### src/rtl/mole_pkg.sv
// Shared types and constants for the whack-a-mole game sequencer.
package mole_pkg;

    typedef enum logic [1:0] {
        IDLE = 2'd0,
        PLAY = 2'd1,
        OVER = 2'd2
    } game_state_t;

    localparam logic [15:0] LFSR_SEED  = 16'hACE1;
    // Taps 16,14,13,11 expressed as bit positions 15,13,12,10.
    localparam logic [15:0] LFSR_TAPS  = 16'hB400;
    localparam int          SYNC_DEPTH = 2;

    function automatic logic [15:0] lfsr_next(input logic [15:0] cur);
        return {cur[14:0], ^(cur & LFSR_TAPS)};
    endfunction

endpackage

### src/rtl/mole_lane.sv
// One lamp/button lane: button synchronizer and press detector, lamp flop
// and the on-time down-counter that turns an unanswered lamp into a miss.
module mole_lane
    import mole_pkg::*;
#(
    parameter int ON_CYCLES = 100_000_000
) (
    input  logic clk,
    input  logic reset,
    input  logic btn_n,
    input  logic spawn,
    input  logic clear_all,
    input  logic enable,
    output logic lamp,
    output logic hit,
    output logic miss
);

    localparam int            TW         = (ON_CYCLES > 1) ? $clog2(ON_CYCLES) : 1;
    localparam logic [TW-1:0] TIMER_LOAD = TW'(ON_CYCLES - 1);

    logic [SYNC_DEPTH-1:0] sync;
    logic                  prev;
    logic                  press;
    logic [TW-1:0]         timer;

    // Press is registered so detection lands two edges after the input fall.
    always_ff @(posedge clk) begin
        if (!reset) begin
            sync  <= '1;
            prev  <= 1'b1;
            press <= 1'b0;
        end else begin
            sync  <= {sync[SYNC_DEPTH-2:0], btn_n};
            prev  <= sync[SYNC_DEPTH-1];
            press <= prev & ~sync[SYNC_DEPTH-1];
        end
    end

    // A press landing on the expiry cycle wins: it is a hit, not a miss.
    assign hit  = enable & lamp & press;
    assign miss = enable & lamp & ~press & (timer == '0);

    always_ff @(posedge clk) begin
        if (!reset) begin
            lamp  <= 1'b0;
            timer <= '0;
        end else if (clear_all || hit || miss) begin
            lamp  <= 1'b0;
            timer <= '0;
        end else if (spawn) begin
            lamp  <= 1'b1;
            timer <= TIMER_LOAD;
        end else if (lamp) begin
            timer <= timer - TW'(1);
        end
    end

endmodule

### src/rtl/mole_scheduler.sv
// Whack-a-mole game sequencer: IDLE/PLAY/OVER flow, LFSR lane choice,
// spawn pacing with an active-lamp cap, and a saturating score.
module mole_scheduler
    import mole_pkg::*;
#(
    parameter int N_LANES      = 4,
    parameter int SPAWN_CYCLES = 50_000_000,
    parameter int ON_CYCLES    = 100_000_000,
    parameter int MAX_ACTIVE   = 2,
    parameter int WIN_SCORE    = 12,
    parameter int SCORE_W      = 8
) (
    input  logic               clk,
    input  logic               reset,
    input  logic               start_n,
    input  logic [N_LANES-1:0] btn_n,
    output logic [N_LANES-1:0] lamp,
    output logic [SCORE_W-1:0] score,
    output logic               in_game,
    output logic               game_over
);

    localparam int                 LW         = $clog2(N_LANES);
    localparam int                 CW         = (SPAWN_CYCLES > 1) ? $clog2(SPAWN_CYCLES) : 1;
    localparam int                 NW         = $clog2(N_LANES + 1);
    localparam logic [CW-1:0]      SPAWN_LAST = CW'(SPAWN_CYCLES - 1);
    localparam logic [NW-1:0]      ACTIVE_CAP = NW'(MAX_ACTIVE);
    localparam logic [SCORE_W-1:0] WIN        = SCORE_W'(WIN_SCORE);

    game_state_t           state;
    logic [15:0]           lfsr;
    logic [CW-1:0]         spawn_cnt;
    logic [SYNC_DEPTH-1:0] start_sync;
    logic                  start_prev;
    logic                  start_press;

    logic [N_LANES-1:0]    hit_vec;
    logic [N_LANES-1:0]    miss_vec;
    logic [N_LANES-1:0]    spawn_vec;
    logic [NW-1:0]         lit_cnt;
    logic [NW-1:0]         hit_cnt;
    logic [NW-1:0]         miss_cnt;
    logic [LW-1:0]         spawn_lane;
    logic                  playing;
    logic                  wrap;
    logic                  spawn_ok;
    logic                  clear_all;
    logic                  win;
    logic [SCORE_W:0]      hit_ext;
    logic [SCORE_W:0]      miss_ext;
    logic signed [SCORE_W:0] sum;
    logic [SCORE_W-1:0]    score_upd;

    always_ff @(posedge clk) begin
        if (!reset) begin
            start_sync  <= '1;
            start_prev  <= 1'b1;
            start_press <= 1'b0;
        end else begin
            start_sync  <= {start_sync[SYNC_DEPTH-2:0], start_n};
            start_prev  <= start_sync[SYNC_DEPTH-1];
            start_press <= start_prev & ~start_sync[SYNC_DEPTH-1];
        end
    end

    always_ff @(posedge clk) begin
        if (!reset) begin
            lfsr <= LFSR_SEED;
        end else begin
            lfsr <= lfsr_next(lfsr);
        end
    end

    always_comb begin
        lit_cnt  = '0;
        hit_cnt  = '0;
        miss_cnt = '0;
        for (int i = 0; i < N_LANES; i++) begin
            lit_cnt  = lit_cnt + NW'(lamp[i]);
            hit_cnt  = hit_cnt + NW'(hit_vec[i]);
            miss_cnt = miss_cnt + NW'(miss_vec[i]);
        end
    end

    assign playing    = (state == PLAY);
    assign wrap       = (spawn_cnt == SPAWN_LAST);
    assign spawn_lane = lfsr[LW-1:0];
    // Lit count is taken before this cycle's clears, and a lane that is
    // clearing is still lit, so spawns onto it are dropped.
    assign spawn_ok   = playing && wrap && !lamp[spawn_lane] && (lit_cnt < ACTIVE_CAP);

    always_comb begin
        spawn_vec = '0;
        for (int i = 0; i < N_LANES; i++) begin
            spawn_vec[i] = spawn_ok && (spawn_lane == LW'(i));
        end
    end

    assign hit_ext   = {{(SCORE_W + 1 - NW){1'b0}}, hit_cnt};
    assign miss_ext  = {{(SCORE_W + 1 - NW){1'b0}}, miss_cnt};
    assign sum       = $signed({1'b0, score}) + $signed(hit_ext) - $signed(miss_ext);
    assign score_upd = sum[SCORE_W] ? '0 : sum[SCORE_W-1:0];
    assign win       = (score_upd >= WIN);
    assign clear_all = (playing && win) || (!playing && start_press);

    for (genvar i = 0; i < N_LANES; i++) begin : g_lane
        mole_lane #(
            .ON_CYCLES(ON_CYCLES)
        ) u_lane (
            .clk      (clk),
            .reset    (reset),
            .btn_n    (btn_n[i]),
            .spawn    (spawn_vec[i]),
            .clear_all(clear_all),
            .enable   (playing),
            .lamp     (lamp[i]),
            .hit      (hit_vec[i]),
            .miss     (miss_vec[i])
        );
    end

    always_ff @(posedge clk) begin
        if (!reset) begin
            state     <= IDLE;
            score     <= '0;
            spawn_cnt <= '0;
            in_game   <= 1'b0;
            game_over <= 1'b0;
        end else begin
            case (state)
                IDLE, OVER: begin
                    if (start_press) begin
                        state     <= PLAY;
                        score     <= '0;
                        spawn_cnt <= '0;
                        in_game   <= 1'b1;
                        game_over <= 1'b0;
                    end
                end
                PLAY: begin
                    score     <= score_upd;
                    spawn_cnt <= wrap ? '0 : spawn_cnt + CW'(1);
                    if (win) begin
                        state     <= OVER;
                        in_game   <= 1'b0;
                        game_over <= 1'b1;
                    end
                end
                default: begin
                    state     <= IDLE;
                    in_game   <= 1'b0;
                    game_over <= 1'b0;
                end
            endcase
        end
    end

endmodule

### config.mk
export PLATFORM = sky130hd
export DESIGN_NAME = mole_scheduler
export DESIGN_NICKNAME = d
export VERILOG_FILES = /design/src/rtl/mole_pkg.sv /design/src/rtl/mole_lane.sv /design/src/rtl/mole_scheduler.sv
export SDC_FILE = /design/constraint.sdc
export NUM_CORES = 1
export LEC_CHECK = 0
export CORE_ASPECT_RATIO = 2
export CORE_MARGIN = 1
export CORE_UTILIZATION = 55
export DETAILED_ROUTE_END_ITERATION = 8
export DONT_BUFFER_PORTS = 1
export PLACE_DENSITY = 0.7
export SKIP_CTS_REPAIR_TIMING = 1
export SLEW_MARGIN = 10
export SYNTH_ARGS = -nofsm -noshare
export SYNTH_HDL_FRONTEND = slang
export SYNTH_HIERARCHICAL = 1
export SYNTH_SLANG_ARGS = --single-unit
### constraint.sdc
create_clock -name clk -period 16.45 [get_ports clk]
set_input_delay 0 -clock clk [delete_from_list [all_inputs] [get_ports clk]]
set_output_delay 0 -clock clk [all_outputs]
set_load 0.1 [all_outputs]
# After elaboration in Yosys (flattened, before gate mapping)
# Index checks and enable logic that the tools add are counted.
dict set report totals {
  ff_bits 186
  input_bits 7
  out_inout_bits 14
  word_cells 159
}
dict set report op_classes {
  addsub 16
  magnitude_cmp 3
  n_eq_ne 8
  n_mux 25
  n_bitwise 31
  n_reduce_logical 43
}
# operator count
set ops {}
lappend ops {{27-bit two-way mux} 8}
lappend ops {{27-bit zero test} 4}
lappend ops {{27-bit by 1-bit subtractor with 27-bit output, second input constant} 4}
lappend ops {{26-bit two-way mux} 2}
lappend ops {{26-bit one-hot mux with 2 select lines} 1}
lappend ops {{26-bit by 1-bit adder with 26-bit output, second input constant} 1}
lappend ops {{26-bit == test, second input constant} 1}
lappend ops {{1-bit bitwise AND} 21}
lappend ops {{8-bit two-way mux} 2}
lappend ops {{8-bit one-hot mux with 2 select lines} 1}
lappend ops {{16-bit XOR reduction} 1}
lappend ops {{3-bit OR reduction} 4}
lappend ops {{1-bit NOT} 10}
lappend ops {{2-bit nonzero test} 5}
lappend ops {{2-bit OR reduction} 5}
lappend ops {{2-bit by 1-bit adder with 3-bit output} 3}
lappend ops {{3-bit by 1-bit adder with 3-bit output} 3}
lappend ops {{8-bit by 3-bit adder with 9-bit output} 1}
lappend ops {{1-bit logical AND} 9}
lappend ops {{1-bit logical OR} 9}
lappend ops {{9-bit by 4-bit subtractor with 9-bit output} 1}
lappend ops {{8-bit by 4-bit greater-or-equal comparator with 1-bit output, second input constant} 1}
lappend ops {{1-bit by 1-bit adder with 2-bit output} 3}
lappend ops {{2-bit == test, second input constant} 3}
lappend ops {{12 further kinds} 23}

# Longest topological paths before layout
# Gate-level depths: netlist of the first run.
dict set report depth {
  depth_word 15
  depth_mapped 25
  depth_no_buf 23
}

# Cells and area by module
# The synthesis of the first run kept the hierarchy.
# module instances cells_each area_per_inst_um2 seq_area_each_um2
set by_module_without_submodules {}
lappend by_module_without_submodules {mole_lane 4 176 1586.5 640.6}
lappend by_module_without_submodules {mole_scheduler 1 374 3193.1 1141.1}

# Worst setup path after synthesis of the first run
# No wires, ideal clock.
dict set report synth_path {
  path_kind {reg2reg}
  from {register g_lane[1].u_lane.lamp}
  to {register g_lane[0].u_lane.timer[17]}
  setup_ns 0.086
  arrival_ns 6.487
  required_time_ns 16.364
  slack_ns 9.877
  stages_incl_launch_ff 23
  path_buffers 3
  synth_period_minus_slack_ns 6.573
  path_cell_list {dfxtp_1 -> clkbuf_1 -> nor3b_1 -> and4_1 -> clkbuf_1 -> nand2_1 -> nor2_1 -> fa_1 -> ha_1 -> ha_1 -> fa_1 -> fa_1 -> fa_1 -> nand2b_1 -> a21oi_1 -> nand2_1 -> a221oi_1 -> nand3_1 -> a22o_1 -> nor3b_1 -> o31ai_4 -> buf_2 -> a211oi_1}
}
dict set report synth_via {
  elab_chain_cells 14
  elab_cells_between_ends 29
  classes_between {11 x add/sub; 2 x order compare; 3 x mux; 4 x bitwise; 9 x reduce/logical}
}
# element line_no
set synth_lines {}
lappend synth_lines {{from (decl)} mole_lane.sv:14} ;# output logic lamp,
lappend synth_lines {{from (signal assigned)} mole_lane.sv:46} ;# lamp <= 1'b0;
lappend synth_lines {{from (signal assigned)} mole_lane.sv:49} ;# lamp <= 1'b0;
lappend synth_lines {{from (signal assigned)} mole_lane.sv:52} ;# lamp <= 1'b1;
lappend synth_lines {{1-bit bitwise AND (3 in a row)} mole_lane.sv:42} ;# assign miss = enable & lamp & ~press & (timer == '0);
lappend synth_lines {{named net miss_vec[1]} mole_scheduler.sv:38} ;# logic [N_LANES-1:0] miss_vec;
lappend synth_lines {{1-bit by 1-bit adder with 2-bit output} mole_scheduler.sv:81} ;# miss_cnt = miss_cnt + NW'(miss_vec[i]);
lappend synth_lines {{2-bit by 1-bit adder with 3-bit output} mole_scheduler.sv:81}
lappend synth_lines {{3-bit by 1-bit adder with 3-bit output} mole_scheduler.sv:81}
lappend synth_lines {{9-bit by 4-bit subtractor with 9-bit output} mole_scheduler.sv:101} ;# assign sum = $signed({1'b0, score}) + $signed(hit_ext) - $signed(miss_ext);
lappend synth_lines {{8-bit two-way mux} mole_scheduler.sv:102} ;# assign score_upd = sum[SCORE_W] ? '0 : sum[SCORE_W-1:0];
lappend synth_lines {{8-bit by 4-bit greater-or-equal comparator with 1-bit output} mole_scheduler.sv:103} ;# assign win = (score_upd >= WIN);
lappend synth_lines {{1-bit logical AND} mole_scheduler.sv:104} ;# assign clear_all = (playing && win) || (!playing && start_press);
lappend synth_lines {{1-bit logical OR} mole_scheduler.sv:104}
lappend synth_lines {{named net clear_all} mole_scheduler.sv:47} ;# logic clear_all;
lappend synth_lines {{1-bit logical OR (2 in a row)} mole_lane.sv:48} ;# end else if (clear_all || hit || miss) begin
lappend synth_lines {{3-bit OR reduction (no source line)} n/a}
lappend synth_lines {{to (signal assigned)} mole_lane.sv:55} ;# timer <= timer - TW'(1);
lappend synth_lines {{to (decl)} mole_lane.sv:25} ;# logic [TW-1:0] timer;
# The timed path passes the listed nets, and every way through them passes these cells. The select of a mux whose other input is x is not followed.
# A chain may end at the register's enable or synchronous reset.

==> flow_summary.yaml, run 1 <==
cells_and_area:
  design_area_sq_um: 10300
  fillCellCount: 1451
  fin_nets: 1092
  area_delta_synth_final_pct: 7.57
  final_layout_size_suffix_gt1_share_pct: 8.79
  antenna_cells: 0
critical_path:
  cp_slowest_cell: "dfxtp_1"
  crit_family: "adder cells"
  crit_cells: 20
  rr_worst_depth: 20
  reg2reg_to: "g_lane[3].u_lane/timer[17]"
  cp-start-kind: "flip-flop"
  path_cells: "nand2b_1 -> inv_1 -> nor3b_1 -> nand3_1 -> nor2_1 -> fa_1 -> ha_1 -> ha_1 -> fa_1 -> fa_1 -> fa_1 -> nand2b_1 -> a21oi_1 -> nand2_1 -> a221oi_1 -> nand3_1 -> a22o_1 -> nor3b_1 -> o31ai_4 -> a211oi_1"
  r2r_setup_slack_ns: 9.27
  end_kind: "flip-flop"
  crit_buf_inv: 1
  cpMostUsedCell: "fa_1"
  critPathKind: "flip-flop to flip-flop"
  worst_path_largest_cell_delay_ns: 0.98
  critPathRequiredTime_ns: 16.78
  cp_max_fo: 28
  worstPathArrival_ns: 7.51
  regToRegStartpoint: "game_over"
detailed_routing:
  wirelength_um: 21000
  drtIter0Drc: 432
  drtAntennaViolNets: 0
  vias: 7943
  vias_per_cell: 6.22
  drt-pass1-iter-count: 5
  wl_per_cell_um: 16.4
  remaining_drc_errors: 0
synth:
  yosysMostFrequentCell: "dfxtp_1"
  synth_edf_count: 0
  synth_mux_area_share_pct: 0.236
  synth_top_family_by_area: "simple AND/OR/NAND/NOR gates"
  synth.avg_cell_area_sq_um: 8.85
  synth_compound_area_share_pct: 16.0
  syn_area_sq_um: 9540
  yosys.area_share.simple_pct: 29.6
  post_synth_xor_area_fraction_pct: 5.60
  syn-num-nets: 1114
  synth_top_area_share_pct: 38.8
  synth-seq-cells: 185
  async_flop_share_pct: 0
  synth.distinct_cells: 66
  synth_common_cells: "dfxtp_1, nor2_1, nor3_1, a21oi_1, nand2_1"
  synth_top_cells_by_area: "dfxtp_1, xor2_1, nor3_1"
  synth_area_leader_cell: "dfxtp_1"
  ys_warn_count: 6
  synthFlopType: "dfxtp_1"
  synth-seq-area-share_pct: 38.8
  syn_inst: 1078
  synth_fa_ha_area_share_pct: 4.20
timing:
  relSlewSlack_pct: 20.7
  finalHoldViolCount: 0
  period_share_pct: 43.7
  tightest_slew_ns: 1.19
  finClkSkew_ns: 0.0114
  grt_setup_unrepaired: "false"
  period_minus_slack_ns: 7.18
  slew_viol_final: 0
  setup_violations: 0
  holdWs_ns: 0.0160
  fin_tns_setup_ns: 0
  max_freq_mhz: 139
floorplan:
  die_w_um: 95.1
  dieArea_sq_um: 17900
  die_y_um: 188
  pin_count: 21
  start_util_pct: 56.6
  fp-row-count: 67
  core-area_sq_um: 16800
flow_run:
  maxCapViolCount: 0
pwr:
  irDropWorstVdd_mv: 0.0797
  leakagePower_nw: 3.52
  powerDensity_nw_per_um2: 89.4
placed_design:
  gp_congestion: 0.802
  port_buffers: 0
  hpwl_um: 14200
  placed_area_sq_um: 9550
cts:
  clkTransAtPathRegs_ns: 0.07
  cts_buffer_depth: 2
  cts_htree_levels: 4
  insertion_delay_ns: 0.43
  cts_tree: "built"
  root_buffer: "clkbuf_16"
  cts_buffers: 17
  cts.sinks: 185
global_route:
  overflow: 0
  grt_use_total_pct: 24.1
  use_met2_pct: 45.3
  grt_first_pass_wirelength_um: 34700
  grt_max_degree: 40
  use_met1_pct: 25.1
  grt_pass1_vias: 7507
  antenna_found_initial: 0
  grt-busiest-layer: "met2"
  met3_usage_pct: 4.32
worst_hold_path:
  hold_end: "score[4]"
  hold_class: "primary input to flip-flop"
  hp-start: "reset"
  holdPathStages: 3
status:
  status: "complete, no violations"
==> worst register-to-register path: cells and delay by family (launching register included) <==
family	cells	cell delay, ns
adder cells (fa/ha/maj)	6	2.37
AND/OR/NAND/NOR	8	1.71
AO/OA/AOI/OAI	5	1.63
flip-flops	1	0.98
buffers and inverters	1	0.38
==> power breakdown <==
group | total [mW] | internal [mW] | switching (mW) | leakage (nW)
clock | 0.439 | 0.247 | 0.192 | 0.306
combinational | 0.0231 | 0.00738 | 0.0157 | 1.71
sequential | 0.456 | 0.452 | 0.00345 | 1.50
==> routing by layer <==
metal	part of all wire [%]	wire, um
met3	2.8	583
met4	2.2	463
met1	40	8420
met5	0	0
met2	55	11500
==> sequential cells by signal, indices dropped and copies added (netlist names), 4 cells and up <==
signal and count:
g_lane.u_lane/prev 4, g_lane.u_lane/lamp 4, g_lane.u_lane/sync 8, g_lane.u_lane/timer 108, score 8, lfsr 16
g_lane.u_lane/press 4, spawn_cnt 26
==> cell usage in the layout, fill, tap and decap left out, types with 9 or more instances in the layout <==
master,Yosys,layout
dfxtp_1,185,185
nor2_1,87,87
nor3_1,72,72
a21oi_1,62,62
nand2_1,60,60
xor2_1,48,48
inv_1,41,41
nor4_1,34,34
nand4_1,29,29
nand2b_1,27,27
a311oi_1,27,27
nand3_1,26,26
ha_1,24,24
o21ai_0,23,23
and4_1,18,18
a211oi_1,18,18
nor3b_1,19,17
clkbuf_16,0,17
or4_1,16,16
and2_1,14,14
nor2b_1,14,14
buf_4,4,14
xnor2_1,13,13
a31oi_1,13,13
nor4b_1,13,13
o31ai_1,12,12
o31a_1,9,9
==> layout make-up <==
| class | count | area [sq um] | area share, % |
|---|---|---|---|
| timing repair buffer | 21 | 185 | 1.80 |
| clock buffer | 17 | 425 | 4.15 |
| inverter | 43 | 161 | 1.57 |
| sequential | 185 | 3700 | 36.1 |
| clock inverter | 15 | 201 | 1.96 |
| multi-input combinational | 788 | 5330 | 51.9 |
| tap | 207 | 259 | 2.52 |
==> kinds of logic (layout without fill, tap and decap cells) <==
family / Yosys count / in the layout
and+or+nand+nor: 488 / 488
AOI/OAI and AO/OA: 209 / 209
DFF: 185 / 185
buffers and inverters: 105 / 96
xor gates and xnor gates: 61 / 61
adders and majority gates: 29 / 29
muxes: 1 / 1
==> metrics by stage <==
stage	cells	setup WS [ns]	power, mW	util (%)
floorplan	1078	9.88	0.482	-
global placement	1237	9.50	0.486	56.7
detailed placement	1237	9.32	0.486	56.7
CTS	1269	9.26	0.923	60.4
global route	1276	8.74	0.945	60.9
finish	1276	9.27	0.917	60.9
==> worst max path at each step <==
stage                                from                         end  slack, ns
floorplan           g_lane[1].u_lane/lamp  g_lane[0].u_lane/timer[17]       9.88
global placement                game_over  g_lane[2].u_lane/timer[17]       9.50
detailed placement              game_over  g_lane[3].u_lane/timer[18]       9.32
CTS                             game_over  g_lane[3].u_lane/timer[17]       9.26
global route                    game_over  g_lane[2].u_lane/timer[18]       8.74
finish                          game_over  g_lane[3].u_lane/timer[17]       9.27
(Power assumes the default switching activity.)
==> run 2: changes to the inputs <==
PLACE_DENSITY = 0.73   (was 0.7)
clock period = 6.4 ns   (was 16.45 ns; I/O delays follow)
==> run 2 against run 1 <==
Final cell count up 2.8%. Hold slack better by 0.035 ns. Sequential share of layout area down 1.3 points. Worst setup slack worse by 8.9 ns. Critical endpoint is now g_lane[1].u_lane/timer[16]. Largest power group unchanged.
==> flow_summary.yaml, run 2 (same netlist as run 1, synthesis figures left out) <==
status:
  status: "complete, no violations"
cells_and_area:
  reg_top3: "g_lane.u_lane/timer x108, spawn_cnt x26, lfsr x16"
  design_area_sq_um: 10700
  fillCellCount: 1449
  largest_reg_flops: 108
  final_cells: 1312
  antenna_cells: 0
  area_delta_synth_final_pct: 11.8
  final_cell_mix: "dfxtp_1, nor2_1, nor3_1, a21oi_1, nand2_1"
  layout_commonest_cell: "dfxtp_1"
  fin_nets: 1128
  top_register: "g_lane.u_lane/timer"
  final_layout_size_suffix_gt1_share_pct: 13.3
  postLayoutCoreUtil_pct: 63.3
detailed_routing:
  wirelength_met1_um: 8920
  vias_per_cell: 6.36
  route.met2.wl_um: 13000
  wl_per_cell_um: 17.8
  remaining_drc_errors: 0
  wirelength_um: 23300
  vias: 8343
  wl_met3_um: 703
  drtIter0Drc: 319
  drt-pass1-iter-count: 6
  drtAntennaViolNets: 0
  topRoutingLayerUsed: "met4"
critical_path:
  worst_path_largest_cell_delay_ns: 0.45
  path_cells: "inv_1 -> ha_2 -> nor4b_2 -> and4_1 -> nand2_1 -> nor2_1 -> fa_1 -> ha_1 -> ha_1 -> fa_1 -> fa_1 -> fa_1 -> nand2b_1 -> a21oi_1 -> nand2_1 -> a221oi_1 -> nand3_1 -> a22o_2 -> nor3b_4 -> buf_4 -> o31ai_4 -> nor3_1"
  worstPathArrival_ns: 6.44
  cp-start-kind: "flip-flop"
  critPathRequiredTime_ns: 6.76
  cp_max_fo: 14
  crit_family: "adder cells"
  crit_buf_inv: 2
  end_kind: "flip-flop"
  cp_slowest_cell: "fa_1"
  critPathKind: "flip-flop to flip-flop"
  cpMostUsedCell: "fa_1"
timing:
  setup_violations: 0
  period_share_pct: 95.0
  tightest_slew_ns: 1.10
  max_freq_mhz: 164
  fin_tns_setup_ns: 0
  finalHoldViolCount: 0
  slew_viol_final: 0
  finClkSkew_ns: 0.0119
  relSlewSlack_pct: 26.8
  holdWs_ns: 0.0508
  period_minus_slack_ns: 6.08
placed_design:
  placed_area_sq_um: 9760
  place_inst: 1264
  gp_congestion: 0.854
  hpwl_um: 15300
  port_buffers: 0
pwr:
  clkPwrFrac_pct: 46.7
  power_frac_comb_pct: 3.2
  irDropWorstVdd_mv: 0.185
  share_seq_of_total_power_pct: 50.1
  powerDensity_nw_per_um2: 219
  swShare_pct: 23.9
  intPower_mw: 1.78
  leakagePower_nw: 3.68
  power.switching_mw: 0.558
floorplan:
  die_y_um: 188
  die_w_um: 95.1
  dieArea_sq_um: 17900
  core-area_sq_um: 16800
  pin_count: 21
  start_util_pct: 56.6
  fp-row-count: 67
cts:
  cts_buffers: 17
  insertion_delay_ns: 0.44
  cts.sinks: 185
  root_buffer: "clkbuf_16"
  clkTransAtPathRegs_ns: 0.07
  cts_buffer_depth: 2
  cts_htree_levels: 4
  cts_tree: "built"
global_route:
  grt_max_degree: 40
  antenna_found_initial: 0
  overflow: 0
  grt_pass1_vias: 7963
  grt_use_total_pct: 25.6
  grt_first_pass_wirelength_um: 36600
flow_run:
  maxCapViolCount: 0
worst_hold_path:
  hold_class: "primary input to flip-flop"
[run 2: worst paths after layout]
check / from / end / slack (ns) / depth (start not counted)
setup reg to reg: g_lane[3].u_lane/timer[0] / g_lane[1].u_lane/timer[16] / 0.32 / 22
setup / recovery: g_lane[3].u_lane/timer[0] / g_lane[1].u_lane/timer[16] / 0.32 / 22
hold reg to reg: g_lane[0].u_lane/sync[0] / g_lane[0].u_lane/sync[1] / 0.41 / 1
hold / removal: reset / g_lane[0].u_lane/timer[18] / 0.05 / 4
[run 2: cell type report]
class,count,area (sq um),share of cell area (%)
Multi-Input combinational cell,793,5510,51.7
Sequential cell,185,3710,34.8
Clock buffer,17,425,3.99
Clock inverter,15,180,1.69
Timing Repair Buffer,52,418,3.92
Inverter,43,161,1.51
Tap cell,207,259,2.43
[run 2: power by group through the flow]
stage,clock network (mW),registers [mW],logic (mW)
after floorplan,0,1.20,0.0441
after global placement,0,1.20,0.0543
after detailed placement,0,1.20,0.0548
after CTS,1.11,1.17,0.0550
after global routing,1.15,1.17,0.0807
final,1.09,1.17,0.0751
[run 2: worst min-delay path, stage by stage]
cell      delay, ns
nor3b_4        0.13
buf_4          0.16
o31ai_4        0.10
a211oi_1       0.05
[run 2: metrics by stage]
stage | total power [mW] | setup slack (ns)
2_1_floorplan | 1.24 | 0.143
3_3_place_gp | 1.25 | 0.169
3_5_place_dp | 1.25 | 0.0796
4_1_cts | 2.34 | 0.0465
5_1_grt | 2.41 | -0.0192
6_report | 2.34 | 0.320
[run 2: layer usage]
layer,global-route usage [%],up-vias
met2,48.5,157
met4,11.0,0
met5,0,-
li1,-,4041
met1,26.4,4094
met3,4.24,51
==> run 3: changes to the inputs <==
BUFFER_PORTS_ARGS = -buffer_cell sky130_fd_sc_hd__buf_4   (was unset)
CORE_UTILIZATION = 57   (was 55)
DONT_BUFFER_PORTS = unset   (was 1)
PLACE_DENSITY = 0.76   (was 0.73)
==> run 3 against run 2 <==
Combinational power is 5.3% higher. Clock skew is 0.0020 ns lower. Highest routed layer unchanged. Maximum frequency is 0.38% lower. Utilization is 2.5 points higher. Routed wire length is 4.0% lower. Critical path type unchanged. Critical path depth is 1 lower. Largest cell class unchanged. Final cell count is 1.1% higher. Register-to-register slack worse by 0.02 ns. Non-clock buffer count is 16 higher.
==> flow_summary.yaml, run 3 (same netlist as run 1, synthesis figures left out) <==
cells_and_area:
  layout_commonest_cell: "dfxtp_1"
  top_register: "g_lane.u_lane/timer"
  reg_top3: "g_lane.u_lane/timer x108, spawn_cnt x26, lfsr x16"
  antenna_cells: 0
  fillCellCount: 1334
  final_layout_size_suffix_gt1_share_pct: 14.2
  postLayoutCoreUtil_pct: 65.8
  final_cell_mix: "dfxtp_1, nor2_1, nor3_1, a21oi_1, nand2_1"
  largest_reg_flops: 108
  area_delta_synth_final_pct: 12.7
  fin_nets: 1145
pwr:
  irDropWorstVdd_mv: 0.189
  power_mw: 2.27
  powerDensity_nw_per_um2: 211
  leakagePower_nw: 3.76
timing:
  grt_setup_unrepaired: "false"
  period_share_pct: 95.4
  finalHoldViolCount: 0
  max_freq_mhz: 164
  relSlewSlack_pct: 26.0
  finClkSkew_ns: 0.00984
  holdWs_ns: 0.315
  slew_viol_final: 0
  period_minus_slack_ns: 6.10
  worst_slack_ns: 0.296
  tightest_slew_ns: 1.11
  setup_violations: 0
floorplan:
  core-area_sq_um: 16400
  fp-row-count: 66
  dieArea_sq_um: 17300
  die_w_um: 93.5
  die_y_um: 185
  pin_count: 21
  start_util_pct: 58.3
global_route:
  grt_max_degree: 40
  grt_pass1_vias: 7708
  grt_first_pass_wirelength_um: 35800
  grt-busiest-layer: "met2"
  antenna_found_initial: 0
  use_met1_pct: 28.0
  overflow: 0
  met3_usage_pct: 3.45
  use_met2_pct: 48.3
  grt_use_total_pct: 25.8
status:
  status: "complete, no violations"
cts:
  cts_htree_levels: 4
  root_buffer: "clkbuf_16"
  cts_buffer_depth: 2
  cts_tree: "built"
  clkTransAtPathRegs_ns: 0.08
  cts_buffers: 17
  cts.sinks: 185
  insertion_delay_ns: 0.43
placed_design:
  dp_slack_ns: 0.0537
  hpwl_um: 14500
  gp_congestion: 0.823
  port_buffers: 20
critical_path:
  critPathRequiredTime_ns: 6.76
  cp_max_fo: 14
  end_kind: "flip-flop"
  worstPathArrival_ns: 6.46
  cp-start-kind: "flip-flop"
  critPathKind: "flip-flop to flip-flop"
  r2r_setup_slack_ns: 0.30
detailed_routing:
  drtAntennaViolNets: 0
  drtIter0Drc: 367
  wirelength_um: 22400
  vias: 8336
  wl_per_cell_um: 16.9
  remaining_drc_errors: 0
  drt-pass1-iter-count: 7
  vias_per_cell: 6.29
flow_run:
  maxCapViolCount: 0
worst_hold_path:
  hold_class: "primary input to flip-flop"
## run 3: cell count changes in the layout (fill, tap and decap cells not counted), sizes merged
cell / delta
clkbuf: +1
bufinv: -2
clkinv: +1
o31ai: +1
dlygate4sd3: +4
buf: +12
## run 3: layer usage
layer	part of all wire (%)	wire, um
met1	40	8990
met2	54	12100
met3	2.6	576
met4	3.2	717
met5	0	0
## run 3: worst max-delay path: stages (launching register included)
cell and delay, ns:
dfxtp_2 0.34, nand2b_1 0.15, inv_1 0.23, nor3b_1 0.22
nand3_1 0.28, nor2_1 0.26, fa_1 0.45, ha_1 0.28
ha_1 0.29, fa_1 0.46, fa_1 0.43, fa_1 0.42
nand2b_1 0.19, a21oi_1 0.21, buf_4 0.17, a21oi_1 0.10
xnor2_1 0.26, nor2_1 0.09, a22o_2 0.33, nor3b_4 0.31
o31ai_2 0.29, nor3_1 0.23
## run 3: final timing paths
check / startpoint / end / cells past startpoint
max: game_over / g_lane[3].u_lane/timer[9] / 21
max reg2reg: game_over / g_lane[3].u_lane/timer[9] / 21
min: btn_n[0] / g_lane[0].u_lane/sync[0] / 3
min reg2reg: start_prev / start_press / 2
## run 3: layout make-up
class	instances	area (sq um)	share of cell area (%)
multi-input cells	794	5510	51.3
clock inverters	14	129	1.20
well taps	204	255	2.37
inverters	43	161	1.50
flip-flops and latches	185	3710	34.5
repair buffers	68	548	5.10
clock buffers	18	439	4.08
## run 3: metrics by stage
stage	TNS, ns	cell area [sq um]	std cells
floorplan	0	9540	1078
global placement	0	9860	1275
finish	0	10800	1326
detailed placement	0	9860	1275
global route	0	10800	1326
CTS	-0.574	10400	1307
## run 3: report_power, final
part | leakage (nW) | internal (mW) | switching [mW]
sequential | 1.50 | 1.16 | 0.00720
clock | 0.272 | 0.525 | 0.494
combinational | 1.99 | 0.0284 | 0.0507
